==> config.mk <==
export PLATFORM = sky130hd
export DESIGN_NAME = elevator_request_scheduler
export DESIGN_NICKNAME = d
export VERILOG_FILES = /design/src/rtl/elevator_pkg.sv /design/src/rtl/btn_debounce.sv /design/src/rtl/elevator_request_scheduler.sv
export SDC_FILE = /design/constraint.sdc
export NUM_CORES = 1
export LEC_CHECK = 0
export CAP_MARGIN = 20
export CORE_MARGIN = 1.5
export CORE_UTILIZATION = 30
export DETAILED_ROUTE_END_ITERATION = 10
export GPL_TIMING_DRIVEN = 0
export PLACE_DENSITY = 0.5
export SLEW_MARGIN = 25
export SYNTH_ARGS = -nofsm -noshare
export SYNTH_HDL_FRONTEND = slang
export SYNTH_SLANG_ARGS = --single-unit
==> constraint.sdc <==
create_clock -name CLK -period 6.5 [get_ports CLK]
set_input_delay 1.95 -clock CLK [delete_from_list [all_inputs] [get_ports CLK]]
set_output_delay 1.95 -clock CLK [all_outputs]
set_load 0.01 [all_outputs]
==> src/rtl/elevator_pkg.sv <==
// Shared definitions for the elevator scheduler and the car controller:
// floor codes, scheduler states, display patterns and car status codes.
package elevator_pkg;

    localparam int N_FLOORS = 8;
    localparam int FLOOR_W  = 4;

    // Floor codes; code 0 is never a legal position.
    localparam logic [FLOOR_W-1:0] FLOOR_NONE = 4'd0;
    localparam logic [FLOOR_W-1:0] FLOOR_G    = 4'd1;
    localparam logic [FLOOR_W-1:0] FLOOR_1    = 4'd2;
    localparam logic [FLOOR_W-1:0] FLOOR_2    = 4'd3;
    localparam logic [FLOOR_W-1:0] FLOOR_3    = 4'd4;
    localparam logic [FLOOR_W-1:0] FLOOR_4    = 4'd5;
    localparam logic [FLOOR_W-1:0] FLOOR_5    = 4'd6;
    localparam logic [FLOOR_W-1:0] FLOOR_6    = 4'd7;
    localparam logic [FLOOR_W-1:0] FLOOR_7    = 4'd8;

    // Scheduler sweep state.
    typedef enum logic [1:0] {
        IDLE = 2'd0,
        UP   = 2'd1,
        DOWN = 2'd2
    } sched_state_t;

    // Car travel direction as reported by the car controller.
    typedef enum logic [1:0] {
        DIR_STOP = 2'd0,
        DIR_UP   = 2'd1,
        DIR_DOWN = 2'd2
    } car_dir_t;

    // Door status as reported by the car controller.
    typedef enum logic [1:0] {
        DOOR_CLOSED  = 2'd0,
        DOOR_OPENING = 2'd1,
        DOOR_OPEN    = 2'd2,
        DOOR_CLOSING = 2'd3
    } door_state_t;

    // Seven-segment patterns, bit order gfedcba, active-high.
    localparam logic [6:0] SEG_BLANK = 7'h00;
    localparam logic [6:0] SEG_G     = 7'h3D;
    localparam logic [6:0] SEG_1     = 7'h06;
    localparam logic [6:0] SEG_2     = 7'h5B;
    localparam logic [6:0] SEG_3     = 7'h4F;
    localparam logic [6:0] SEG_4     = 7'h66;
    localparam logic [6:0] SEG_5     = 7'h6D;
    localparam logic [6:0] SEG_6     = 7'h7D;
    localparam logic [6:0] SEG_7     = 7'h07;

    // True when a floor code names a real floor.
    function automatic logic floor_code_legal(input logic [FLOOR_W-1:0] code);
        return (code != FLOOR_NONE) && (code <= FLOOR_W'(N_FLOORS));
    endfunction

    // Display pattern for a floor code; blank for illegal codes.
    function automatic logic [6:0] floor_to_seg(input logic [FLOOR_W-1:0] code);
        logic [6:0] seg;
        case (code)
            FLOOR_G: seg = SEG_G;
            FLOOR_1: seg = SEG_1;
            FLOOR_2: seg = SEG_2;
            FLOOR_3: seg = SEG_3;
            FLOOR_4: seg = SEG_4;
            FLOOR_5: seg = SEG_5;
            FLOOR_6: seg = SEG_6;
            FLOOR_7: seg = SEG_7;
            default: seg = SEG_BLANK;
        endcase
        return seg;
    endfunction

endpackage

==> src/rtl/btn_debounce.sv <==
// One floor button: 2-flop synchroniser, level debouncer and a
// single-cycle pulse when the debounced level rises.
module btn_debounce
    import elevator_pkg::*;
#(
    parameter int DEBOUNCE_CYCLES = 16
) (
    input  logic CLK,
    input  logic reset,
    input  logic btn_raw_i,
    output logic rise_o
);

    localparam int CNT_W = (DEBOUNCE_CYCLES > 1) ? $clog2(DEBOUNCE_CYCLES) : 1;
    localparam logic [CNT_W-1:0] CNT_LAST = CNT_W'(DEBOUNCE_CYCLES - 1);

    logic             sync1_q;
    logic             sync2_q;
    logic             stable_q;
    logic             stable_d;
    logic [CNT_W-1:0] cnt_q;
    logic [CNT_W-1:0] cnt_d;
    logic             rise_q;
    logic             rise_d;

    // Count consecutive samples that disagree with the stable level; flip on the last one.
    always_comb begin
        stable_d = stable_q;
        cnt_d    = '0;
        rise_d   = 1'b0;
        if (sync2_q != stable_q) begin
            if (cnt_q == CNT_LAST) begin
                stable_d = sync2_q;
                rise_d   = sync2_q;
            end else begin
                cnt_d = cnt_q + 1'b1;
            end
        end
    end

    // Synchroniser, debounce state and rise pulse registers.
    always_ff @(posedge CLK) begin
        if (!reset) begin
            sync1_q  <= 1'b0;
            sync2_q  <= 1'b0;
            stable_q <= 1'b0;
            cnt_q    <= '0;
            rise_q   <= 1'b0;
        end else begin
            sync1_q  <= btn_raw_i;
            sync2_q  <= sync1_q;
            stable_q <= stable_d;
            cnt_q    <= cnt_d;
            rise_q   <= rise_d;
        end
    end

    assign rise_o = rise_q;

endmodule

==> src/rtl/elevator_request_scheduler.sv <==
// SCAN request scheduler: debounces floor buttons into pending requests,
// issues one target floor at a time and retires requests on arrival.
module elevator_request_scheduler
    import elevator_pkg::*;
#(
    parameter int DEBOUNCE_CYCLES = 16
) (
    input  logic                CLK,
    input  logic                reset,
    input  logic [N_FLOORS:1]   floor_btn,
    input  logic [FLOOR_W-1:0]  current_floor,
    input  logic                arrived,
    output logic [FLOOR_W-1:0]  target_floor,
    output logic                target_valid,
    output logic                target_strobe,
    output logic                dir_up,
    output logic                dir_down,
    output logic [N_FLOORS:1]   pending
);

    logic [N_FLOORS:1]  btn_rise;
    logic [N_FLOORS:1]  pending_q;
    logic [N_FLOORS:1]  pending_d;
    logic               floor_ok;

    sched_state_t       state_q;
    sched_state_t       state_d;
    logic [FLOOR_W-1:0] target_q;
    logic [FLOOR_W-1:0] target_d;
    logic               valid_q;
    logic               valid_d;
    logic               strobe_q;
    logic               strobe_d;
    logic               dir_up_q;
    logic               dir_down_q;

    logic               above_found;
    logic [FLOOR_W-1:0] above_floor;
    logic               below_found;
    logic [FLOOR_W-1:0] below_floor;
    logic               here_pending;
    logic [FLOOR_W-1:0] dist_up;
    logic [FLOOR_W-1:0] dist_down;
    logic               pick_up;

    genvar gi;
    generate
        for (gi = 1; gi <= N_FLOORS; gi++) begin : g_btn
            btn_debounce #(
                .DEBOUNCE_CYCLES(DEBOUNCE_CYCLES)
            ) u_debounce (
                .CLK      (CLK),
                .reset    (reset),
                .btn_raw_i(floor_btn[gi]),
                .rise_o   (btn_rise[gi])
            );
        end
    endgenerate

    assign floor_ok = floor_code_legal(current_floor);

    // New requests set bits; an arrival at a legal floor clears its bit and wins a collision.
    always_comb begin
        pending_d = pending_q | btn_rise;
        for (int k = 1; k <= N_FLOORS; k++) begin
            if (arrived && floor_ok && (current_floor == FLOOR_W'(k))) begin
                pending_d[k] = 1'b0;
            end
        end
    end

    // Pending request register.
    always_ff @(posedge CLK) begin
        if (!reset) begin
            pending_q <= '0;
        end else begin
            pending_q <= pending_d;
        end
    end

    // Nearest pending floor above (lowest) and below (highest) the car.
    always_comb begin
        above_found  = 1'b0;
        above_floor  = FLOOR_NONE;
        below_found  = 1'b0;
        below_floor  = FLOOR_NONE;
        here_pending = 1'b0;
        for (int k = N_FLOORS; k >= 1; k--) begin
            if (pending_q[k] && (FLOOR_W'(k) > current_floor)) begin
                above_found = 1'b1;
                above_floor = FLOOR_W'(k);
            end
        end
        for (int k = 1; k <= N_FLOORS; k++) begin
            if (pending_q[k] && (FLOOR_W'(k) < current_floor)) begin
                below_found = 1'b1;
                below_floor = FLOOR_W'(k);
            end
            if (pending_q[k] && (FLOOR_W'(k) == current_floor)) begin
                here_pending = 1'b1;
            end
        end
    end

    // From rest, equal distances resolve towards the floor above.
    assign dist_up   = above_floor - current_floor;
    assign dist_down = current_floor - below_floor;
    assign pick_up   = above_found && (!below_found || (dist_up <= dist_down));

    // Next sweep state and target; everything holds while the car position is illegal.
    always_comb begin
        state_d  = state_q;
        target_d = target_q;
        valid_d  = valid_q;
        if (floor_ok) begin
            case (state_q)
                IDLE: begin
                    if (pending_q == '0) begin
                        valid_d = 1'b0;
                    end else if (here_pending) begin
                        target_d = current_floor;
                        valid_d  = 1'b1;
                    end else if (pick_up) begin
                        state_d  = UP;
                        target_d = above_floor;
                        valid_d  = 1'b1;
                    end else begin
                        state_d  = DOWN;
                        target_d = below_floor;
                        valid_d  = 1'b1;
                    end
                end
                UP: begin
                    if (above_found) begin
                        target_d = above_floor;
                        valid_d  = 1'b1;
                    end else if (below_found) begin
                        state_d  = DOWN;
                        target_d = below_floor;
                        valid_d  = 1'b1;
                    end else if (here_pending) begin
                        target_d = current_floor;
                        valid_d  = 1'b1;
                    end else begin
                        state_d = IDLE;
                        valid_d = 1'b0;
                    end
                end
                DOWN: begin
                    if (below_found) begin
                        target_d = below_floor;
                        valid_d  = 1'b1;
                    end else if (above_found) begin
                        state_d  = UP;
                        target_d = above_floor;
                        valid_d  = 1'b1;
                    end else if (here_pending) begin
                        target_d = current_floor;
                        valid_d  = 1'b1;
                    end else begin
                        state_d = IDLE;
                        valid_d = 1'b0;
                    end
                end
                default: begin
                    state_d = IDLE;
                    valid_d = 1'b0;
                end
            endcase
        end
        strobe_d = valid_d && (!valid_q || (target_d != target_q));
    end

    // Scheduler FSM with registered target, strobe and direction outputs.
    always_ff @(posedge CLK) begin
        if (!reset) begin
            state_q    <= IDLE;
            target_q   <= FLOOR_NONE;
            valid_q    <= 1'b0;
            strobe_q   <= 1'b0;
            dir_up_q   <= 1'b0;
            dir_down_q <= 1'b0;
        end else begin
            state_q    <= state_d;
            target_q   <= target_d;
            valid_q    <= valid_d;
            strobe_q   <= strobe_d;
            dir_up_q   <= (state_d == UP);
            dir_down_q <= (state_d == DOWN);
        end
    end

    assign target_floor  = target_q;
    assign target_valid  = valid_q;
    assign target_strobe = strobe_q;
    assign dir_up        = dir_up_q;
    assign dir_down      = dir_down_q;
    assign pending       = pending_q;

endmodule
==> results of run 1 <==
## registers in the layout, indices dropped and copies added (netlist names), 2 cells and up
register / cells
g_btn.u_debounce.stable_q: 8
target_floor: 4
g_btn.u_debounce.rise_o: 8
pending: 8
g_btn.u_debounce.sync1_q: 8
g_btn.u_debounce.sync2_q: 8
g_btn.u_debounce.cnt_q: 32
state_q: 2
## cells by family after synthesis
kind of cell               count (synthesis)  synth area share
AOI/OAI and AO/OA                        106            0.1864
muxes                                     11           0.02704
DFF                                       82            0.3774
and+or+nand+nor                          193            0.2307
adders and majority gates                 20           0.06099
buffers and inverters                     47           0.05696
xor gates and xnor gates                  30           0.06041
## timing repair
action / 4_1_cts / 5_1_grt
cloned: 0 / 0
pin swaps: 0 / 3
setup buffers: 0 / 5
endpoints found under the setup margin: 2 / 2
gates resized for setup: 3 / 7
## cells in the mapped netlist (2+ instances only)
| master | n |
|---|---|
| a2111oi_0 | 2 |
| a211oi_1 | 3 |
| a21boi_0 | 2 |
| a21o_1 | 5 |
| a21oi_1 | 17 |
| a22o_1 | 2 |
| a22oi_1 | 4 |
| a2bb2oi_2 | 2 |
| a31oi_1 | 4 |
| a32o_2 | 2 |
| a32oi_1 | 2 |
| a41oi_1 | 6 |
| a41oi_2 | 2 |
| and2_1 | 20 |
| and3_1 | 13 |
| buf_2 | 6 |
| buf_4 | 5 |
| buf_6 | 6 |
| clkbuf_1 | 7 |
| dfxtp_1 | 82 |
| fa_1 | 2 |
| ha_1 | 18 |
| inv_1 | 22 |
| mux2i_1 | 8 |
| nand2_1 | 31 |
| nand2b_1 | 4 |
| nand3_1 | 31 |
| nand3b_1 | 2 |
| nand4_1 | 2 |
| nor2_1 | 44 |
| nor2b_1 | 15 |
| nor3_1 | 12 |
| nor3b_1 | 4 |
| nor4b_1 | 2 |
| o2111ai_1 | 2 |
| o21ai_0 | 26 |
| o21ai_1 | 4 |
| o22ai_1 | 2 |
| o311a_1 | 3 |
| o31ai_1 | 2 |
| or3_1 | 3 |
| xnor2_1 | 4 |
| xor2_1 | 26 |
## report_power, final
part | switching, mW | total (mW) | internal [mW]
Combinational | 0.0461 | 0.0767 | 0.0306
Clock | 0.200 | 0.471 | 0.271
Sequential | 0.00331 | 0.512 | 0.509
Total | 0.250 | 1.06 | 0.810
## stage by stage
stage	setup TNS [ns]	power, mW	utilization	hold slack [ns]	setup slack (ns)
global placement	-2.218	0.5942	0.3450	0.4181	-0.6712
floorplan	0	0.5695	-	0.4119	0.7104
global route	0	1.110	0.3701	0.4588	0.01239
finish	0	1.060	0.3701	0.4311	0.2585
detailed placement	-2.864	0.5957	0.3450	0.4169	-0.7441
CTS	0	1.072	0.3660	0.4338	0.002297
## cell type report
type,instances,area (sq um),area share
multi-input cells,360,2491,0.4793
flip-flops and latches,82,1642,0.3158
clock inverters,5,38.79,0.007463
well taps,180,225.2,0.04333
repair buffers,32,310.3,0.05970
plain buffers,25,165.2,0.03178
inverters,22,82.58,0.01589
clock buffers,11,242.7,0.04670
## worst max path at each step
stage                     startpoint             to  slack (ns)
finish              current_floor[1]  target_strobe        0.26
CTS                 current_floor[2]  target_strobe       0.002
floorplan           current_floor[0]  target_strobe        0.71
detailed placement  current_floor[2]  target_strobe       -0.74
global route        current_floor[1]  target_strobe        0.01
global placement    current_floor[2]  target_strobe       -0.67
## layer usage
| metal | wire length, um | vias to the layer above |
|---|---|---|
| li1 | - | 1829 |
| met1 | 5185 | 1734 |
| met2 | 4932 | 93 |
| met3 | 573 | 23 |
| met4 | 241 | 0 |
| met5 | 0 | - |
==> key figures, run 1 <==
Route
  – Total wire length: roughly 11 mm
  – Post-route DRC: 0
  – Via-to-Cell Ratio: 5.131
  – Initial DRT Pass Iterations: 8
  – 1st-iter DRT viols: 285
  – Final ANT Viol Nets: 0
  – Routed WL per cell: about 15 um
  – Vias: ~3700

Clocking
  – CTS max path bufs: 2
  – CTS tree: done
  – Clock sinks: 82
  – Clock buffer count from CTS: 9
  – H-tree lvl count: 3
  – Hold buffers post-CTS: 0
  – Clock slew seen by the registers of the worst setup and hold paths: around 0.060 ns
  – Clock Latency Late Sink: ~0.34 ns
  – CTS root buffer: clkbuf_16

Yosys
  – Post-synthesis sequential area ratio: 0.3774
  – Synth unique cells: between 70 and 80
  – Ranking of synthesized cells by area: dfxtp_1 (38%), xor2_1 (5.2%), ha_1 (5.2%)
  – Seq cells post-synth: just over 80
  – Mapped Area: approximately 0.0043 sq mm
  – Share of the synthesized area in the top cell type: 0.3774
  – Net Count, Synth: approximately 520
  – Top FF cell, synth: dfxtp_1
  – Asr flop ratio synth: 0
  – Post-synth top area cell: dfxtp_1
  – Cell count after synthesis: about 490
  – Avg Inst Size Synth: 8.894 sq um
  – YS warnings: 0
  – EDFF count, synth: 0

Timing
  – Measured slew at the worst slew-check pin: 0.6073 ns
  – Min Tclk post-route: roughly 6.2 ns
  – Count of final max-slew check failures: 0
  – Max Clock Freq: 0.1602 GHz
  – Final Skew: between 0.006 and 0.007 ns
  – Headroom to the max-slew limit: 0.5917
  – Final Hold Vio Count: 0
  – Final period utilization: 0.9602
  – RSZ-0062 raised after global routing: false
  – Final Setup Violations: 0

Finish
  – Most frequent cells in the layout: dfxtp_1 (82), nor2_1 (43), nand2_1 (31), nand3_1 (31)
  – Most common cell after layout, fill and taps aside: dfxtp_1
  – Post-route cell area: around 0.0052 sq mm
  – Net count, final: 567
  – Fill count: roughly 1500
  – Area Growth Syn to Fin: 19.51%
  – Cell Count, Final, Fillers Out: slightly above 700
  – Diodes inserted: 0
  – Share of post-route cells with drive strength above 1: 0.1173

Worst setup path
  – CP required: 6.71 ns
  – Crit-path max FO: 10
  – Critical Path AT: around 6.5 ns
  – Worst flop-to-flop path endpoint: target_strobe
  – Crit path capture type: flip-flop
  – Cells on worst reg2reg path: 19
  – Top Family by Delay on Critical Path: compound AO/OA/AOI/OAI gates
  – FF-to-FF Start: pending[5]
  – Cell Chain, Critical Path: clkdlybuf4s50_1, buf_6, buf_6, and3_1, a2111oi_2, o21ai_0, and3_2, ha_1, fa_1, inv_1, ha_1, nor2b_1, o21ai_1, a21oi_2, a21o_1, a221oi_2, a2bb2oi_2, a2bb2o_1, o21ai_1, a41oi_2
  – Crit path depth: 20
  – Crit path kind: input port to flip-flop
  – Crit path max-delay cell type: clkdlybuf4s50_1
  – Max stage delay on crit path: 0.50 ns
  – FF-to-FF setup slack: between 2 and 2.5 ns
  – Buf/Inv on CP: 4
  – CP startpoint kind: input port

Floorplanning
  – Die height: 123.4 um
  – DIE WIDTH: around 120 um
  – CORE AREA: approximately 0.014 sq mm
  – I/O pins: 31
  – FP Rows: 43
  – Die ar.: ~0.015 sq mm
  – Initial Utilization: 0.3097

Global route
  – Initial antenna violation count: 0
  – Largest net degree at the start of global routing: 15
  – M2 GR Usage: 0.2417
  – GRT busiest layer: met2
  – Total GRT Usage: 0.1528
  – Global-route wire length before repair: ~18 mm
  – Vias in the first global route: between 3000 and 4000
  – Grt ovf: 0
  – GRT met1 Usage: 0.2070
  – M3 GR Usage: 0.03044

Min path
  – WHS Endpoint: g_btn[3].u_debounce.sync2_q
  – Worst hold start: g_btn[3].u_debounce.sync1_q
  – Min-Delay Path Class: flip-flop to flip-flop
  – Cells on Worst Hold Path: 1

Placement
  – Detailed placement HPWL: about 8.2 mm
  – Port Buf Inserts: 27
  – DP Cell Count: ~700
  – GPL Wtd Cong: around 0.9
  – DP Area: between 0.004 and 0.005 sq mm

Status
  – Status: finished, final reports clean

Flow run
  – Max-cap violations: 0

Pwr
  – Lkg Pwr: roughly 2.2 nW
  – Pwr dens: roughly 200 mW/mm^2
  – Peak VDD IR: around 140 uV
(Power assumes the default switching activity.)
==> run 2, diff against run 1 <==
PLACE_DENSITY = 0.52   (was 0.5)
clock period = 5.2 ns   (was 6.5 ns; I/O delays follow)
==> run 2 against run 1 <==
First-iteration DRC count down 18%. Clock-buffer cell count grew 1. Sequential share of layout area decreased by 2.4 points. Combinational power increased by 62%. Critical path depth up 3. Clock power up 38%. Final area rose by 8.3%. Global-route usage up 0.11 points. Routed wire length up 7.3%. Sequential cell count stayed put. Critical path type unchanged. Largest power group is now clock.
==> key figures, run 2 (synthesis gave the netlist of run 1 again) <==
Route
  – 1st-iter DRT viols: 235 (was 285)
  – Vias: 3816 (was 3679)
  – Via-to-Cell Ratio: 5.150 (was 5.131)
  – Final ANT Viol Nets: 0 (unchanged)
  – Post-route DRC: 0 (unchanged)
  – Initial DRT Pass Iterations: 4 (was 8)
  – Routed WL per cell: 15.83 um (was 15.25 um)
  – Total wire length: 11.73 mm (was 10.93 mm)

Clocking
  – CTS root buffer: clkbuf_16 (unchanged)
  – Hold buffers post-CTS: 0 (unchanged)
  – Clock slew seen by the registers of the worst setup and hold paths: 0.06 ns (about the same)
  – Clock buffer count from CTS: 9 (unchanged)
  – CTS tree: done (unchanged)
  – Clock Latency Late Sink: 0.33 ns (was 0.34 ns)
  – H-tree lvl count: 3 (unchanged)
  – Clock sinks: 82 (unchanged)
  – CTS max path bufs: 2 (unchanged)

Global route
  – Largest net degree at the start of global routing: 14 (was 15)
  – Global-route wire length before repair: 18.21 mm (was 17.86 mm)
  – Grt ovf: 0 (unchanged)
  – Initial antenna violation count: 0 (unchanged)
  – Vias in the first global route: 3678 (was 3462)
  – Total GRT Usage: 0.1539 (was 0.1528)

Worst setup path
  – CP startpoint kind: input port (unchanged)
  – Max stage delay on crit path: 0.36 ns (was 0.50 ns)
  – Most common cell on crit path: a21oi_2
  – Crit path capture type: flip-flop (unchanged)
  – Crit path max-delay cell type: or3_4 (was clkdlybuf4s50_1)
  – Crit path kind: input port to flip-flop (unchanged)
  – CP required: 5.46 ns (was 6.71 ns)
  – Cells on worst reg2reg path: 20 (was 19)
  – Crit-path max FO: 6 (was 10)
  – Cell Chain, Critical Path: buf_12, buf_8, buf_6, or3_4, a21oi_2, nor2_2, a211oi_4, ha_2, inv_1, a21o_1, a21oi_2, xor2_1, ha_1, nand4_1, o21ai_2, a21oi_2, nand2_1, a221oi_2, a2bb2oi_2, buf_4, a22oi_2, a21o_1, a41oi_2 (was clkdlybuf4s50_1, buf_6, buf_6, and3_1, a2111oi_2, o21ai_0, and3_2, ha_1, fa_1, inv_1, ha_1, nor2b_1, o21ai_1, a21oi_2, a21o_1, a221oi_2, a2bb2oi_2, a2bb2o_1, o21ai_1, a41oi_2)
  – Critical Path AT: 5.44 ns (was 6.45 ns)

Finish
  – Max reg flops: 32 (unchanged)
  – Reg area: 0.001642 sq mm (unchanged)
  – Footprint of the multi-input gates: 0.002628 sq mm (was 0.002491 sq mm)
  – Top reg by flops: g_btn.u_debounce.cnt_q (unchanged)
  – Area Growth Syn to Fin: 29.43% (was 19.51%)
  – Share of post-route cells with drive strength above 1: 0.2032 (was 0.1173)
  – Fill count: 1386 (was 1455)
  – Diodes inserted: 0 (unchanged)
  – Most frequent cells in the layout: dfxtp_1 (82), nor2_1 (42), buf_4 (31), nand3_1 (31), nand2_1 (29) (was dfxtp_1 (82), nor2_1 (43), nand2_1 (31), nand3_1 (31))
  – Cell Count, Final, Fillers Out: 741 (was 717)
  – Net count, final: 591 (was 567)
  – Most common cell after layout, fill and taps aside: dfxtp_1 (unchanged)

Placement
  – DP Cell Count: 696 (unchanged)
  – Detailed placement HPWL: 8.266 mm (was 8.215 mm)
  – GPL Wtd Cong: 0.8535 (was 0.9251)
  – Port Buf Inserts: 27 (unchanged)
  – Place WS: -1.246 ns (was -0.7441 ns)

Pwr
  – Lkg Pwr: 2.351 nW (was 2.171 nW)
  – Switching share of power: 0.2190 (was 0.2357)
  – Clk pwr share: 0.459 (was 0.445)
  – Internal cell power: 1.104 mW (was 0.8103 mW)
  – Pwr dens: 251.1 mW/mm^2 (was 204.0 mW/mm^2)
  – Sequential power share: 0.453 (was 0.483)
  – Net switching power: 0.3095 mW (was 0.2498 mW)
  – Pwr Total: 1.414 mW (was 1.060 mW)
  – Peak VDD IR: 154.9 uV (was 143.9 uV)
  – Gate power share: 0.088 (was 0.072)

Floorplanning
  – Die height: 123.4 um (unchanged)
  – CORE AREA: 0.01404 sq mm (unchanged)
  – FP Rows: 43 (unchanged)
  – Die ar.: 0.01523 sq mm (unchanged)
  – Initial Utilization: 0.3097 (unchanged)
  – I/O pins: 31 (unchanged)
  – DIE WIDTH: 123.4 um (unchanged)

Status
  – Status: finished, final reports clean (unchanged)

Timing
  – Count of final max-slew check failures: 0 (unchanged)
  – Min Tclk post-route: 5.187 ns
  – RSZ-0062 raised after global routing: true (was false)
  – Final Skew: 0.006599 ns (was 0.006231 ns)
  – Final period utilization: 0.9975
  – Measured slew at the worst slew-check pin: 0.6412 ns (was 0.6073 ns)
  – Fin Setup TNS: 0 ns (unchanged)
  – Hold WS: 0.4283 ns (was 0.4311 ns)
  – Max Clock Freq: a little under 0.2 GHz
  – Headroom to the max-slew limit: 0.5689 (was 0.5917)
  – Final worst slack: 0.01290 ns (was 0.2585 ns)
  – Final Hold Vio Count: 0 (unchanged)
  – Final Setup Violations: 0 (unchanged)

Min path
  – Cells on Worst Hold Path: 1 (unchanged)
  – Min-Delay Path Class: flip-flop to flip-flop (unchanged)

Flow run
  – Max-cap violations: 0 (unchanged)
[run 2: through the flow]
| step | area (sq um) | utilization |
|---|---|---|
| finish | 5629 | 0.4009 |
| global route | 5629 | 0.4009 |
| floorplan | 4364 | - |
| CTS | 5370 | 0.3824 |
| global placement | 4860 | 0.3461 |
| detailed placement | 4860 | 0.3461 |
[run 2: power by group through the flow]
stage	clock network, mW	registers, mW	logic (mW)
global placement	0	0.654	0.0895
global route	0.695	0.640	0.136
finish	0.649	0.640	0.124
floorplan	0	0.653	0.0608
detailed placement	0	0.654	0.0914
CTS	0.668	0.640	0.104
[run 2: final timing paths]
check	slack, ns	start	to
setup / recovery	0.01	current_floor[2]	target_strobe
hold / removal	0.43	g_btn[1].u_debounce.sync1_q	g_btn[1].u_debounce.sync2_q
setup reg to reg	1.00	pending[5]	target_strobe
hold reg to reg	0.43	g_btn[1].u_debounce.sync1_q	g_btn[1].u_debounce.sync2_q
[run 2: final cells by class]
cell class                 instances  share of cell area
sequential                        82              0.2916
tap                              180             0.04001
multi-input combinational        360              0.4668
clock inverter                     4            0.008669
buffer                            25             0.04001
inverter                          22             0.01467
clock buffer                      12             0.04734
timing repair buffer              56             0.09091
[run 2: metal layers]
metal  global-route usage  wire length [um]  up-vias
met1               0.1952              5282     1839
met3              0.02998               696       16
met5                    0                 0        -
met4              0.06250               208        0
li1                     -                 -     1875
met2               0.2563              5541       86
[run 2: what timing repair did]
item	in CTS	in global routing
endpoints found under the setup margin	9	9
pin swaps	20	17
resized for setup	32	48
buffers inserted	13	16
cloned	0	0
[run 2: worst max-delay path, delay by kind of cell]
family	cells	cell delay, ns
AND/OR/NAND/NOR	4	0.62
AO/OA/AOI/OAI	11	1.95
adder cells (fa/ha/maj)	2	0.53
XOR/XNOR	1	0.20
buffers and inverters	5	0.56
